--- config.mk ---
export PLATFORM = sky130hd
export DESIGN_NAME = ahbl_arbiter_2m
export DESIGN_NICKNAME = d
export VERILOG_FILES = /design/src/rtl/ahbl_pkg.sv /design/src/rtl/ahbl_master_port.sv /design/src/rtl/ahbl_arbiter_2m.sv
export SDC_FILE = /design/constraint.sdc
export NUM_CORES = 1
export LEC_CHECK = 0
export CELL_PAD_IN_SITES_DETAIL_PLACEMENT = 2
export CELL_PAD_IN_SITES_GLOBAL_PLACEMENT = 2
export CORE_MARGIN = 2
export CORE_UTILIZATION = 25
export DETAILED_ROUTE_END_ITERATION = 16
export PLACE_DENSITY_LB_ADDON = 0.1
export SYNTH_ARGS = -nofsm -noshare
export SYNTH_HDL_FRONTEND = slang
export SYNTH_SLANG_ARGS = --single-unit
--- constraint.sdc ---
create_clock -name HCLK -period 5.7 [get_ports HCLK]
set_input_delay 1.71 -clock HCLK [delete_from_list [all_inputs] [get_ports HCLK]]
set_output_delay 1.71 -clock HCLK [all_outputs]
set_load 0.1 [all_outputs]
--- src/rtl/ahbl_pkg.sv ---
// Shared AHB-Lite definitions for the two-master arbiter slice.
package ahbl_pkg;

    localparam logic [1:0] HTRANS_IDLE   = 2'b00;
    localparam logic [1:0] HTRANS_BUSY   = 2'b01;
    localparam logic [1:0] HTRANS_NONSEQ = 2'b10;
    localparam logic [1:0] HTRANS_SEQ    = 2'b11;

    localparam logic M0 = 1'b0;   // CPU
    localparam logic M1 = 1'b1;   // DMAC

    // Address-phase request as seen from one master.
    typedef struct packed {
        logic [31:0] haddr;
        logic [1:0]  htrans;
        logic        hwrite;
        logic [2:0]  hsize;
    } ahbl_req_t;

    // True while a master is inside a burst (SEQ or BUSY); ownership must not move.
    function automatic logic is_burst_cont(input logic [1:0] htrans);
        return (htrans == HTRANS_SEQ) || (htrans == HTRANS_BUSY);
    endfunction

endpackage

--- src/rtl/ahbl_master_port.sv ---
// Per-master pending stage: holds an address phase the master believes was
// accepted but which the shared bus did not take, and presents the effective request.
module ahbl_master_port
    import ahbl_pkg::*;
(
    input  logic      HCLK,
    input  logic      HRESETn,
    input  ahbl_req_t live_req,     // address/control straight from the master
    input  logic      port_hready,  // HREADY as returned to this master
    input  logic      bus_hready,   // HREADY of the shared bus
    input  logic      granted,      // this master owns the address phase now
    output logic      pend_valid,
    output ahbl_req_t eff_req
);

    ahbl_req_t pend_req;

    // Capture an unserved transfer the master sees as accepted; release it once the bus takes it.
    // A transfer granted while the bus is stalled is captured too, otherwise it would be lost.
    always_ff @(posedge HCLK or negedge HRESETn) begin
        if (!HRESETn) begin
            pend_valid <= 1'b0;
            pend_req   <= '0;
        end else if (granted && bus_hready) begin
            pend_valid <= 1'b0;
        end else if (!pend_valid && port_hready && live_req.htrans[1]) begin
            pend_valid <= 1'b1;
            pend_req   <= live_req;
        end
    end

    // The pending copy takes precedence over whatever the stalled master now drives.
    always_comb begin
        eff_req = live_req;
        if (pend_valid) begin
            eff_req = pend_req;
        end
    end

endmodule

--- src/rtl/ahbl_arbiter_2m.sv ---
// Two-master AHB-Lite arbiter: CPU (M0) and DMAC (M1) share one bus toward the
// slave splitter. Round-robin on contention, bursts are never split.
module ahbl_arbiter_2m
    import ahbl_pkg::*;
#(
    parameter int M1_FIRST = 1
)
(
    input  logic        HCLK,
    input  logic        HRESETn,

    input  logic [31:0] M0_HADDR,
    input  logic [1:0]  M0_HTRANS,
    input  logic        M0_HWRITE,
    input  logic [2:0]  M0_HSIZE,
    input  logic [31:0] M0_HWDATA,
    output logic [31:0] M0_HRDATA,
    output logic        M0_HREADY,

    input  logic [31:0] M1_HADDR,
    input  logic [1:0]  M1_HTRANS,
    input  logic        M1_HWRITE,
    input  logic [2:0]  M1_HSIZE,
    input  logic [31:0] M1_HWDATA,
    output logic [31:0] M1_HRDATA,
    output logic        M1_HREADY,

    output logic [31:0] HADDR,
    output logic [1:0]  HTRANS,
    output logic        HWRITE,
    output logic [2:0]  HSIZE,
    output logic [31:0] HWDATA,
    input  logic [31:0] HRDATA,
    input  logic        HREADY
);

    // Last owner starts as the master that should lose the first contention,
    // so "grant the one not last granted" yields the configured winner.
    localparam logic RESET_OWNER = (M1_FIRST != 0) ? M0 : M1;

    ahbl_req_t   live_req [2];
    ahbl_req_t   eff_req  [2];
    ahbl_req_t   owner_req;
    logic [1:0]  pend_valid;
    logic [1:0]  requesting;
    logic [1:0]  granted;
    logic [1:0]  port_hready;

    logic        aowner;          // address-phase owner (combinational)
    logic        last_owner_reg;  // also serves as the contention toggle
    logic        downer_reg;      // data-phase owner
    logic        dvalid_reg;      // a real transfer is in its data phase

    assign live_req[0] = '{haddr: M0_HADDR, htrans: M0_HTRANS, hwrite: M0_HWRITE, hsize: M0_HSIZE};
    assign live_req[1] = '{haddr: M1_HADDR, htrans: M1_HTRANS, hwrite: M1_HWRITE, hsize: M1_HSIZE};

    for (genvar gi = 0; gi < 2; gi++) begin : g_port
        ahbl_master_port u_port (
            .HCLK        (HCLK),
            .HRESETn     (HRESETn),
            .live_req    (live_req[gi]),
            .port_hready (port_hready[gi]),
            .bus_hready  (HREADY),
            .granted     (granted[gi]),
            .pend_valid  (pend_valid[gi]),
            .eff_req     (eff_req[gi])
        );

        assign requesting[gi] = eff_req[gi].htrans[1];
        assign granted[gi]    = (aowner == 1'(gi));
        // The data-phase owner sees the slave's HREADY; anyone else is stalled only while pending.
        assign port_hready[gi] = (dvalid_reg && (downer_reg == 1'(gi))) ? HREADY : ~pend_valid[gi];
    end

    // Pick the address-phase owner: burst hold, then round-robin, then single requester.
    always_comb begin
        aowner = last_owner_reg;
        if (is_burst_cont(eff_req[last_owner_reg].htrans)) begin
            aowner = last_owner_reg;
        end else if (requesting[0] && requesting[1]) begin
            aowner = ~last_owner_reg;
        end else if (requesting[0]) begin
            aowner = M0;
        end else if (requesting[1]) begin
            aowner = M1;
        end
    end

    // Advance grant history and data-phase ownership only when the slave is ready.
    always_ff @(posedge HCLK or negedge HRESETn) begin
        if (!HRESETn) begin
            last_owner_reg <= RESET_OWNER;
            downer_reg     <= M0;
            dvalid_reg     <= 1'b0;
        end else if (HREADY) begin
            last_owner_reg <= aowner;
            downer_reg     <= aowner;
            dvalid_reg     <= requesting[aowner];
        end
    end

    assign owner_req = eff_req[aowner];

    assign HADDR  = owner_req.haddr;
    assign HWRITE = owner_req.hwrite;
    assign HSIZE  = owner_req.hsize;
    // Masters may still drive NONSEQ while reset is held; keep the bus idle regardless.
    assign HTRANS = (HRESETn && requesting[aowner]) ? owner_req.htrans : HTRANS_IDLE;

    assign HWDATA    = (downer_reg == M1) ? M1_HWDATA : M0_HWDATA;
    assign M0_HRDATA = HRDATA;
    assign M1_HRDATA = HRDATA;
    assign M0_HREADY = port_hready[0];
    assign M1_HREADY = port_hready[1];

endmodule
Yosys cells after proc, flatten, opt, wreduce, memory -nomap -nowiden. Cells that the tools add are included.

Bits in registers: 80.

Order comparisons: 3. Equal/unequal tests: 2. Muxes and demuxes: 22. Bitwise gates (word level): 8. Reductions and logical operators: 17.

Operators with widths (number): $mux W38 (5); $mux W32 (1); $mux W6 (3); $mux W1 (12); $logic_and A1 B1 Y1 (10); $not A1 Y1 (6); $ge A2 B2 Y1 const B (2); $not A1 Y2 (2); $reduce_and A2 Y1 (2); $reduce_bool A2 Y1 (2); $eq A2 B1 Y1 const B (1); $eq A2 B2 Y1 const B (1); $logic_not A1 Y1 (2); $lt A1 B2 Y1 const B (1); $mux W2 (1); $logic_or A1 B1 Y1 (1).

Logic depth before layout (Yosys ltp).
Depth in word-level cells: 12. Gate-level depth with buffers: 8. Mapped depth without buffers: 4.

By module. A second synthesis with hierarchy kept.

Cells, all modules: 455. Area, all modules: 5565.3 um^2.

Modules (own cells, without submodules): ahbl_master_port (times used 2, cells each 127, area each 1908.1 um^2, sequential area each 975.9 um^2); ahbl_arbiter_2m (times used 1, cells each 201, area each 1749.2 um^2, sequential area each 50.0 um^2).

Worst setup path before layout. No wires, ideal clock.

Path kind: input to output. From: in M1_HTRANS[1]. To: out HWRITE. Data arrival time: 4.085 ns. Data required time: 3.990 ns. Path slack: -0.095 ns. Stages: 5. Path through: mux2_4 and2_4 mux2i_1 buf_2 mux2i_1.

Longest elaborated chain between the ends: 11. Elaborated cells on any way between the ends: 16. Those cells by class: eq/ne: 2; mux: 11; bitwise: 1; reduce/logical: 2.

RTL lines: start: declaration (line ahbl_arbiter_2m.sv:21) `input logic [1:0] M1_HTRANS,`; $mux W38 * (line ahbl_master_port.sv:35) `if (pend_valid) begin`; $mux W6 (not written as such) (3 in a row) (line ahbl_arbiter_2m.sv:78) `if (is_burst_cont(eff_req[last_owner_reg].htrans)) begin`; $eq A2 B2 Y1 or $eq A2 B1 Y1 (tied branches) (line ahbl_pkg.sv:22) `return (htrans == HTRANS_SEQ) || (htrans == HTRANS_BUSY);`; $logic_or A1 B1 Y1 (line ahbl_pkg.sv:22); $mux W1 * (line ahbl_arbiter_2m.sv:78); $not A1 Y2 (not written as such) * (line ahbl_arbiter_2m.sv:102) `assign owner_req = eff_req[aowner];`; $mux W38 (not written as such) * (3 in a row) (line ahbl_arbiter_2m.sv:102); end: declaration (line ahbl_arbiter_2m.sv:30) `output logic HWRITE,`.

Every way passes the cells marked *; elsewhere a longest branch is shown, timed or not. The select of a mux whose other input is x is not followed.

Final worst setup path.
From: in M0_HTRANS[1]. To: out HADDR[18].

Longest elaborated chain between the ends: 11. Elaborated cells on any way between the ends: 15. Those cells by class: eq/ne: 2; mux: 10; bitwise: 1; reduce/logical: 2.

RTL lines: start: declaration (line ahbl_arbiter_2m.sv:13) `input logic [1:0] M0_HTRANS,`; $mux W38 * (line ahbl_master_port.sv:35); $mux W6 (not written as such) (3 in a row) (line ahbl_arbiter_2m.sv:78); $eq A2 B2 Y1 or $eq A2 B1 Y1 (tied branches) (line ahbl_pkg.sv:22); $logic_or A1 B1 Y1 (line ahbl_pkg.sv:22); $mux W1 * (line ahbl_arbiter_2m.sv:78); $not A1 Y2 (not written as such) * (line ahbl_arbiter_2m.sv:102); $mux W38 (not written as such) * (3 in a row) (line ahbl_arbiter_2m.sv:102); end: declaration (line ahbl_arbiter_2m.sv:28) `output logic [31:0] HADDR,`.

Marks and branches as above.

==> impl_results.md <==
- Synth cell types: 30
- Initial core utilization: 0.254
- GRT Residual Overflow: 0
- Status: finished, final reports clean
- Area leader, netlist: dfrtp_1
- Hold_buf cts: 0
- Setup TNS: 0 ns
- Clock Latency Late Sink: 0.35 ns
- GRT Util Overall: 0.142
- Setup Viol. Count Final: 0
- Slowest stage delay, CP: 0.48 ns
- Placed insts: 834
- Biggest regs: g_port.u_port.pend_req: 76 flops, g_port.u_port.pend_valid: 2 flops
- RSZ-0062 raised after global routing: false
- CP Max Fanout: 24
- DRC Markers: 0
- Crit-path cells: clkdlybuf4s50_1 -> mux2i_1 -> nand2b_1 -> mux2i_4 -> buf_12 -> mux2i_1 -> buf_12
- Vias per cell: 4.45
- Warnings from Yosys: 0
- Post-synthesis sequential area ratio: 0.362
- Synth Area in Simple Gates: 0.0176
- Fin. Hold Viols: 0
- DR pass1 iterations: 4
- CTS tree: done
- Largest net degree at the start of global routing: 52
- Most frequent cells in the layout: clkdlybuf4s50_1 (141), mux2i_1 (111), mux2_2 (79)
- Antenna viol nets, final: 0
- Xor and xnor area share after synthesis: 0
- Final Util: 0.360
- Number of global-route vias before repair: 4447
- Global-route wire length before repair: 26000 microns
- Die Width: 153 microns
- Yosys reg bits: 80
- Number of antenna violations at the first check in global routing: 0
- Core footprint: 21800 sq um
- Die H: 153 microns
- DP HPWL: 12100 microns
- Largest register FFs: 76
- CTS clock-pin slew for the worst setup and hold paths: 0.06 ns
- CP Class: in2out
- Syn_nets: 631
- Mux share of post-synthesis cell area: 0.436
- Crit path max-delay cell type: clkdlybuf4s50_1
- Layout Skew: 0.00815 ns
- Largest family of logic cells by synthesized area: multiplexers
- Final cell count without fillers: 850
- Slew @ Worst Pin: 0.882 ns
- CTS max path bufs: 2
- Top cells by area, synth: dfrtp_1 (36%), mux2i_1 (20%), mux2_2 (16%), buf_4 (14%), mux2_1 (3.9%)
- Area share of the leading cell type in the synthesized netlist: 0.362
- Final WL: 16300 microns
- Crit start category: input port
- DIE AREA: 23300 sq um
- H-tree depth: 3
- Max-cap violation count: 0
- Hold WC Path Type: reg2reg
- Slew margin rel.: 0.412
- Fillers: 2257
- CTS resizes: 0
- GPL Wtd Cong: 0.727
- Antenna cells: 0
- Compound-gate portion of the synthesized area: 0.0161
- Min Tclk post-route: 5.48 ns
- Post-CTS setup buffer count: 0
- Clk Tree Root Cell: clkbuf_16
- Ratio of cells with drive above 1 in the final layout: 0.349
- Critical Path AT: 3.77 ns
- Fmax: 182 MHz
- # port buffers: 214
- Vias: 3781
- Synth Area in Adders: 0
- Area Overhead vs Synth: 41.5%
- Placement Rows: 54
- Post-synthesis instance area: 5530 sq um
- Mean Syn Cell Area: 12.1 sq um
- Commonest non-fill, non-tap cell in the layout: clkdlybuf4s50_1
- Final Max Slew Viols: 0
- Drt wl/cell: 19.2 microns
- DR iter-0 viols: 58
- TritonCTS buffer count: 9
- Critical Path Sink Type: output port
- Largest Register: g_port.u_port.pend_req
- CP required: 3.99 ns
- Top-level I/O count: 311
- Nets: 740
- Post-synthesis instance total: 456
- Clock sinks: 80
- Fin crit share: 0.962
-- metrics by stage --
stage | area (sq um) | hold WS (ns) | worst slack, ns
floorplan | 5540 | 0.439 | 0.421
global placement | 7520 | 0.468 | 0.244
detailed placement | 7520 | 0.479 | 0.199
CTS | 7830 | 0.494 | 0.192
global route | 7830 | 0.508 | 0.114
finish | 7830 | 0.487 | 0.218
-- cells by family (layout without fill, tap and decap cells) --
group | count (synthesis) | count (layout)
muxes | 223 | 223
buffers and inverters | 127 | 241
DFF | 80 | 80
and+or+nand+nor | 15 | 15
AOI/OAI and AO/OA | 11 | 11
-- layout make-up --
| type | count | area [sq um] | area share |
|---|---|---|---|
| Tap cell | 280 | 350 | 0.0447 |
| Inverter | 2 | 7.51 | 0.000959 |
| Clock inverter | 7 | 78.8 | 0.0101 |
| Sequential cell | 80 | 2000 | 0.256 |
| Timing Repair Buffer | 223 | 2530 | 0.323 |
| Clock buffer | 9 | 225 | 0.0288 |
| Multi-Input combinational cell | 249 | 2640 | 0.337 |
-- path summary, 6_finish.rpt --
path	startpoint	to	slack, ns	cells past startpoint
min in group asynchronous	HRESETn	g_port[1].u_port.pend_req[32]	1.30	1
worst max-delay path	M0_HTRANS[1]	HADDR[18]	0.22	7
worst max register to register	g_port[0].u_port.pend_valid	g_port[1].u_port.pend_req[18]	2.79	5
worst min register to register	g_port[0].u_port.pend_req[5]	g_port[0].u_port.pend_req[5]	0.49	1
max in group asynchronous	HRESETn	g_port[1].u_port.pend_valid	3.24	2
worst min-delay path	g_port[0].u_port.pend_req[5]	g_port[0].u_port.pend_req[5]	0.49	1
-- critical path: cells and delay by family --
kind / cells / cell delay, ns
buf+inv: 3 / 0.97
mux: 3 / 0.77
simple gates: 1 / 0.31
-- cell usage after synthesis --
| master | n |
|---|---|
| nor3b_2 | 1 |
| buf_6 | 5 |
| nor2_1 | 3 |
| a221oi_2 | 1 |
| or2_2 | 2 |
| o211ai_1 | 2 |
| mux2_1 | 19 |
| o32ai_1 | 1 |
| buf_8 | 2 |
| mux2i_1 | 113 |
| a21oi_1 | 2 |
| a22oi_1 | 1 |
| a21o_1 | 1 |
| mux2_2 | 79 |
| a21boi_0 | 1 |
| clkbuf_1 | 3 |
| buf_2 | 5 |
| nand2b_1 | 2 |
| a222oi_1 | 1 |
| a211oi_1 | 1 |
| inv_1 | 2 |
| buf_4 | 103 |
| and2_4 | 1 |
| dfrtp_1 | 80 |
| and2b_1 | 1 |
| nand2_1 | 1 |
| mux2_4 | 12 |
| and2_1 | 3 |
| buf_1 | 7 |
| nor3_2 | 1 |
-- layer usage --
metal	vias up	routed length, microns	global-route usage
met5	-	0	0
met1	1905	6430	0.161
met3	20	882	0.0410
met2	130	8850	0.265
met4	0	133	0.0265
li1	1726	-	-
Power is left out: the tool's default activity adds up to more than one toggle a clock period on the data nets, which glitch-free logic cannot reach.
